File: config.mk
export PLATFORM = sky130hd
export DESIGN_NAME = vx_count_expander
export DESIGN_NICKNAME = d
export VERILOG_FILES = /design/src/rtl/vx_count_expander.sv
export SDC_FILE = /design/constraint.sdc
export NUM_CORES = 1
export LEC_CHECK = 0
export ABC_CLOCK_PERIOD_IN_PS = 1500
export BUFFER_PORTS_ARGS = -buffer_cell sky130_fd_sc_hd__buf_2
export CAP_MARGIN = 20
export CORE_MARGIN = 2
export CORE_UTILIZATION = 42
export CTS_BUF_LIST = sky130_fd_sc_hd__clkbuf_4 sky130_fd_sc_hd__clkbuf_8
export CTS_CLUSTER_DIAMETER = 100
export CTS_CLUSTER_SIZE = 28
export DETAILED_ROUTE_END_ITERATION = 12
export HOLD_SLACK_MARGIN = 0.12
export PLACE_DENSITY = 0.7
export SLEW_MARGIN = 5
export SYNTH_ARGS = -nofsm -noshare
export SYNTH_HDL_FRONTEND = slang
export SYNTH_SLANG_ARGS = --single-unit
File: constraint.sdc
create_clock -name clk -period 1.5 [get_ports clk]
set_input_delay 0 -clock clk [delete_from_list [all_inputs] [get_ports clk]]
set_output_delay 0 -clock clk [all_outputs]
set_load 0.05 [all_outputs]
File: src/rtl/vx_count_expander.sv
// Expands an accepted lane count into a stream of LSB-first thermometer masks,
// LANES bits per beat, whose popcounts sum to the (saturated) count.
module vx_count_expander #(
    parameter int N      = 10,
    parameter int LANES  = 4,
    parameter int N_BITS = $clog2(N + 1)
) (
    input  logic              clk,
    input  logic              resetn,
    input  logic              in_valid,
    input  logic [N_BITS-1:0] in_count,
    output logic              in_ready,
    output logic              out_valid,
    output logic [LANES-1:0]  out_mask,
    output logic              out_last,
    input  logic              out_ready
);

    typedef enum logic {
        IDLE,
        BUSY
    } state_t;

    state_t            state;
    logic [N_BITS-1:0] remaining;
    logic [N_BITS-1:0] sat_count;
    logic [N_BITS-1:0] next_remaining;
    logic              accept;
    logic              consume;

    function automatic logic [LANES-1:0] mask_of(input logic [N_BITS-1:0] r);
        logic [LANES-1:0] m;
        m = '0;
        for (int i = 0; i < LANES; i++) begin
            m[i] = (i < int'(r));
        end
        return m;
    endfunction

    function automatic logic last_of(input logic [N_BITS-1:0] r);
        return int'(r) <= LANES;
    endfunction

    assign in_ready = (state == IDLE) || (out_valid && out_last && out_ready);
    assign accept   = in_valid && in_ready;
    assign consume  = out_valid && out_ready;

    assign sat_count = (int'(in_count) > N) ? N_BITS'(N) : in_count;

    // Only used when more than LANES lanes remain, so it cannot underflow.
    assign next_remaining = N_BITS'(int'(remaining) - LANES);

    // A new accept always wins over the old request, which can only be on its
    // consumed last beat when in_ready is high in BUSY.
    always_ff @(posedge clk or negedge resetn) begin
        if (!resetn) begin
            state     <= IDLE;
            remaining <= '0;
            out_valid <= 1'b0;
            out_mask  <= '0;
            out_last  <= 1'b0;
        end else if (accept) begin
            state     <= BUSY;
            remaining <= sat_count;
            out_valid <= 1'b1;
            out_mask  <= mask_of(sat_count);
            out_last  <= last_of(sat_count);
        end else if (consume) begin
            if (out_last) begin
                state     <= IDLE;
                remaining <= '0;
                out_valid <= 1'b0;
                out_mask  <= '0;
                out_last  <= 1'b0;
            end else begin
                state     <= BUSY;
                remaining <= next_remaining;
                out_valid <= 1'b1;
                out_mask  <= mask_of(next_remaining);
                out_last  <= last_of(next_remaining);
            end
        end
    end

endmodule

==> summary.txt, run 1 <==
CTS
  • TritonCTS clock tree: done
  • CTS H-tree depth: 1
  • Clk root buf: clkbuf_4
  • Clock latency on the worst-skew pair: 0.27 ns
  • CTS buffer count: 3
  • Clock sink total: 10
  • CTS max path bufs: 2
  • Post-CTS Setup Bufs: 0
  • Reg clk slew, reported paths: 0.07 ns

Hold path
  • Hold path depth: 1
  • Hold Path Class: reg2reg
  • Hold Crit Start: out_mask[0]
  • Hold endpoint: out_mask[0]

Synth
  • Share of Yosys cell area claimed by the top area cell type: 0.396
  • Most common cell in the netlist: dfrtp_1
  • Cell count after synthesis: 71
  • Synth unique cells: 28
  • Post-synth ARST share: 1.00
  • Post-synth EDFFs: 0
  • Seq/Total Area, Yosys: 0.396
  • Area contributors post-synth: dfrtp_1, a31oi_1, nand3_1
  • Synthesized area: 632 µm²
  • Yosys warnings: 0
  • Primary FF master, synth: dfrtp_1
  • Top cell type by total area after synthesis: dfrtp_1
  • Syn_area_per_cell: 8.90 µm²
  • Synth top cells by count: dfrtp_1, nand3_1, a31oi_1, inv_1, nor2_1
  • Synth Register Bits: 10
  • Post-Syn Nets: 81

Route
  • Final ANT Viol Nets: 0
  • 1st-iter DRT viols: 12
  • Routed WL: 1510 µm
  • DR WL/cell: 13.7 µm
  • DR pass1 iterations: 4
  • DRC violations left: 0
  • Vias per cell: 5.73
  • Vias: 630

Place
  • Post-DP HPWL: 1060 µm
  • Placed cell area: 703 µm²
  • Placed cell count: 97
  • IO buf count: 14
  • RePlAce Congestion: 0.876

Setup path
  • RR Endpoint: out_mask[2]
  • CP required: 1.50 ns
  • RR Startpoint: state
  • Worst Setup Start Kind: register
  • Crit path capture type: output port
  • Reg2reg setup slack: 0.25 ns
  • Worst Reg-to-Reg Cells: 3
  • CP Max Fanout: 11
  • Worst Path Arrival: 1.40 ns
  • WS Path Type: reg2out

Power and ir drop
  • Leakage: 0.362 nW
  • Power per cell area: 1940 nW/µm²
  • Peak supply drop: 0.804 mV
  • Power Total: 1.60 mW

STA
  • Worst Skew: 0.00682 ns
  • Crit path time final: 1.40 ns
  • Slew @ Worst Pin: 0.452 ns
  • Setup tns final: 0 ns
  • Headroom to the max-slew limit: 0.698
  • Max Slew Vio Count: 0
  • Setup-failing EPs final: 0
  • RSZ-0062 raised after global routing: no
  • Final hold vios: 0
  • FMAX: 0.712 GHz
  • Period utilization: 0.936

Global route
  • Gr ovfl total: 0
  • Total GRT Usage: 0.192
  • Initial antenna violation count: 0
  • Vias in the first global route: 575
  • First-pass GRT wire length: 2500 µm
  • Largest net degree at the start of global routing: 12

Floorplanning
  • # rows: 13
  • Die W: 42.8 µm
  • Core Box Area: 1350 µm²
  • Die Height: 42.8 µm
  • Io pins: 15
  • Starting density of the core: 0.468
  • Die area: 1830 µm²

Status
  • Status: complete, no violations

Final layout
  • Nets@finish: 106
  • Fin util: 0.610
  • Final instance area: 823 µm²
  • Ant. Diodes: 0
  • Area Overhead vs Synth: 30.3%
  • Fillers: 118
  • Share of cells above drive strength 1: 0.242
  • Non-Filler Instances: 110

Job
  • Max-Cap Viols: 0
==> worst max path at each step <==
| stage | endpoint | startpoint | depth (start not counted) |
|---|---|---|---|
| floorplan | remaining[2] | state | 5 |
| global placement | out_mask[1] | remaining[3] | 5 |
| detailed placement | out_mask[2] | state | 3 |
| CTS | in_ready | state | 3 |
| global route | in_ready | state | 3 |
| finish | in_ready | state | 3 |
==> layer usage <==
layer,vias to the layer above,routed length [µm],global-route usage
li1,313,-,-
met1,289,676,0.238
met2,24,685,0.285
met3,4,79,0.0128
met4,0,63,0.188
met5,-,0,0
==> registers in the layout, summed over array words and instances (netlist names) <==
signal and count:
out_mask 4, remaining 4, out_last 1, state 1
==> cell families (layout without fill, tap and decap cells) <==
family	count (synthesis)	in the layout	share of synthesized area
simple gates	27	27	0.214
compound gates	21	21	0.244
fa+ha+maj	2	2	0.0396
mux	2	2	0.0337
buf+inv	9	33	0.0733
flops	10	10	0.396
==> report_power, final <==
| part | internal, mW | switching [mW] |
|---|---|---|
| registers | 0.394 | 0.136 |
| logic | 0.281 | 0.565 |
| clock network | 0.121 | 0.0996 |
==> cell type report <==
class,instances,area (µm²),share of cell area
Inverter,6,26.3,0.0319
Sequential cell,10,253,0.307
Clock buffer,4,30.0,0.0365
Multi-Input combinational cell,52,335,0.407
Tap cell,15,18.8,0.0228
Timing Repair Buffer,23,160,0.195
==> metrics by stage <==
step / hold slack, ns / setup WS (ns)
floorplan: -0.296 / -0.124
finish: 0.505 / 0.0962
global placement: -0.126 / 0.254
global route: 0.564 / 0.0226
CTS: 0.518 / 0.0926
detailed placement: -0.123 / 0.263
==> layout by cell type (no fill, tap or decap) <==
| cell | n |
|---|---|
| inv_1 | 5 |
| o32ai_1 | 1 |
| nand2b_1 | 1 |
| nor3_1 | 2 |
| clkbuf_4 | 4 |
| o2111ai_1 | 1 |
| a21o_1 | 1 |
| a31oi_1 | 6 |
| dfrtp_2 | 2 |
| mux2_2 | 1 |
| dlygate4sd3_1 | 9 |
| ha_1 | 2 |
| and3_1 | 1 |
| dfrtp_1 | 8 |
| o32a_1 | 1 |
| nor4_1 | 1 |
| nand2_1 | 3 |
| o211ai_1 | 4 |
| mux2i_1 | 1 |
| nand4_1 | 3 |
| o21bai_1 | 1 |
| nor2b_1 | 2 |
| or3_1 | 1 |
| a21boi_4 | 1 |
| clkinvlp_4 | 1 |
| nand3_1 | 7 |
| o21ai_0 | 3 |
| a21oi_1 | 2 |
| nor2_1 | 6 |
| buf_2 | 14 |
==> critical path: stages (launching register included) <==
cell	delay (ns)
dfrtp_2	0.45
a21boi_4	0.26
clkinvlp_4	0.18
buf_2	0.24
==> what timing repair did <==
item                                   in CTS  in global routing
resized for setup                           0                  0
endpoints found under the hold margin      16                  0
hold buffers                                9                  0
setup endpoints to repair                   0                  0
Power figures use the tool's default switching activity.
==> run 2, diff against run 1 <==
- CELL_PAD_IN_SITES_DETAIL_PLACEMENT: unset -> 1
- CELL_PAD_IN_SITES_GLOBAL_PLACEMENT: unset -> 1
- CORE_UTILIZATION: 42 -> 40
- PLACE_DENSITY: 0.7 -> 0.85
==> run 2 against run 1 <==
  * Combinational power rose by 21%
  * Worst hold slack improved by 0.0075 ns
  * Clock power rose by 18%
  * First-iteration DRC count rose by 8.3%
  * Die area rose by 4.5%
  * Setup slack improved by 0.011 ns
  * Routed wire length rose by 40%
==> summary.txt, run 2 (synthesis results as in run 1) <==
CTS
  • Reg clk slew, reported paths: 0.08 ns (about the same)
  • Clk root buf: clkbuf_4
  • TritonCTS clock tree: done
  • CTS buffer count: 3 (unchanged)
  • CTS H-tree depth: 1 (unchanged)
  • CTS max path bufs: 2 (unchanged)
  • Clock sink total: 10 (unchanged)
  • Clock latency on the worst-skew pair: 0.28 ns (about the same)

STA
  • Headroom to the max-slew limit: 0.724 (+0.0263)
  • Max Slew Vio Count: 0 (unchanged)
  • Hold WS: 0.512 ns (+0.00754 ns)
  • Crit path time final: 1.39 ns (-0.0114 ns)
  • Slew @ Worst Pin: 0.412 ns (-0.0394 ns)
  • Worst Skew: 0.000918 ns (-0.00590 ns)
  • FMAX: 0.718 GHz (+0.82%)
  • Final WS setup: 0.108 ns (+0.0114 ns)
  • RSZ-0062 raised after global routing: no
  • Period utilization: 0.928 (-0.00758)
  • Final hold vios: 0 (unchanged)
  • Setup-failing EPs final: 0 (unchanged)

Place
  • Post-DP HPWL: 1340 µm (+26%)
  • Placed cell count: 98 (+1.0%)
  • RePlAce Congestion: 0.820 (-6.4%)
  • Placed cell area: 704 µm² (+0.18%)
  • IO buf count: 14 (unchanged)
  • Placement Setup Slack: 0.191 ns (-0.0724 ns)

Route
  • Vias: 694 (+10%)
  • 1st-iter DRT viols: 13 (+1)
  • DR WL/cell: 18.1 µm (+32%)
  • Final ANT Viol Nets: 0 (unchanged)
  • Vias per cell: 5.93 (+3.6%)
  • DRC violations left: 0 (unchanged)
  • Routed WL: 2110 µm (+40%)
  • DR pass1 iterations: 4 (unchanged)

Setup path
  • Worst Reg-to-Reg Cells: 4 (+1)
  • CP Max Fanout: 6 (-5)
  • Worst Setup Start Kind: register
  • Crit path capture type: output port
  • CP required: 1.50 ns (about the same)
  • Worst Path Arrival: 1.39 ns (about the same)
  • WS Path Type: reg2out

Floorplanning
  • Die W: 43.7 µm (+2.2%)
  • Core Box Area: 1490 µm² (+10%)
  • Die Height: 43.7 µm (+2.2%)
  • Io pins: 15 (unchanged)
  • Die area: 1910 µm² (+4.5%)
  • Starting density of the core: 0.424 (-0.0437)
  • # rows: 14 (+1)

Status
  • Status: complete, no violations

Final layout
  • Non-Filler Instances: 117 (+6.4%)
  • Fillers: 179 (+52%)
  • Final instance area: 878 µm² (+6.7%)
  • Share of cells above drive strength 1: 0.287 (+0.0450)
  • Biggest registers after layout: out_mask x4, remaining x4
  • Most frequent cells in the layout: buf_2, dlygate4sd3_1, dfrtp_1
  • FF/Latch Area: 253 µm² (unchanged)
  • Ant. Diodes: 0 (unchanged)
  • Nets@finish: 112 (+5.7%)
  • Multi-input logic area: 335 µm² (unchanged)
  • Area Overhead vs Synth: 39.0%
  • Commonest non-fill, non-tap cell in the layout: buf_2

Power and ir drop
  • Peak supply drop: 0.970 mV (+21%)
  • Power per cell area: 2050 nW/µm² (+5.6%)
  • Power Total: 1.80 mW (+13%)
  • Leakage: 0.394 nW (+8.8%)

Global route
  • Initial antenna violation count: 0 (unchanged)
  • Largest net degree at the start of global routing: 12 (unchanged)
  • First-pass GRT wire length: 3210 µm (+28%)
  • Vias in the first global route: 705 (+23%)
  • Gr ovfl total: 0 (unchanged)
  • Total GRT Usage: 0.237 (+0.0456)

Hold path
  • Hold Path Class: reg2reg
  • Hold path depth: 1 (unchanged)

Job
  • Max-Cap Viols: 0 (unchanged)
==> run 2: cell types whose count changed in the layout (fill, tap and decap cells not counted), sizes merged <==
cell and change:
buf +5, clkbuf +1
==> run 2: repair_timing <==
item | 4_1_cts | 5_1_grt
resized for setup | 0 | 1
setup buffers | 0 | 6
endpoints found under the hold margin | 15 | 0
hold buffers | 9 | 0
setup endpoints to repair | 0 | 1
==> run 2: final timing paths <==
kind | from | end | slack, ns
worst max-delay path | out_last | in_ready | 0.11
worst min-delay path | out_mask[0] | out_mask[0] | 0.51
worst max register to register | state | out_mask[1] | 0.19
worst min register to register | out_mask[0] | out_mask[0] | 0.51
max in group asynchronous | resetn | out_last | 0.59
min in group asynchronous | resetn | out_mask[0] | 0.63
==> run 2: area by class of cell <==
| cell class | count | share of cell area |
|---|---|---|
| clock buffers | 4 | 0.0413 |
| inverters | 6 | 0.0299 |
| repair buffers | 29 | 0.236 |
| multi-input cells | 52 | 0.382 |
| flip-flops and latches | 10 | 0.288 |
| well taps | 16 | 0.0228 |
==> run 2: metal layers <==
metal	GRT usage	vias up	share of wire
met1	0.278	335	0.45
met4	0.176	0	0.035
met2	0.371	22	0.48
li1	-	329	-
met5	0	-	0
met3	0.0583	8	0.030
==> run 2: critical path, cell delays in order, from the launching register on <==
cell,delay (ns)
dfrtp_2,0.47
a21boi_4,0.24
clkinvlp_4,0.17
clkbuf_4,0.24
==> run 2: power breakdown <==
group / switching (mW) / internal [mW]
clock: 0.112 / 0.148
sequential: 0.121 / 0.394
combinational: 0.655 / 0.369
total: 0.889 / 0.911
==> run 2: stage by stage <==
stage | utilization | setup TNS, ns
2_1_floorplan | - | -0.594
3_3_place_gp | 0.473 | 0
3_5_place_dp | 0.473 | 0
5_1_grt | 0.590 | 0
4_1_cts | 0.558 | 0
6_report | 0.590 | 0
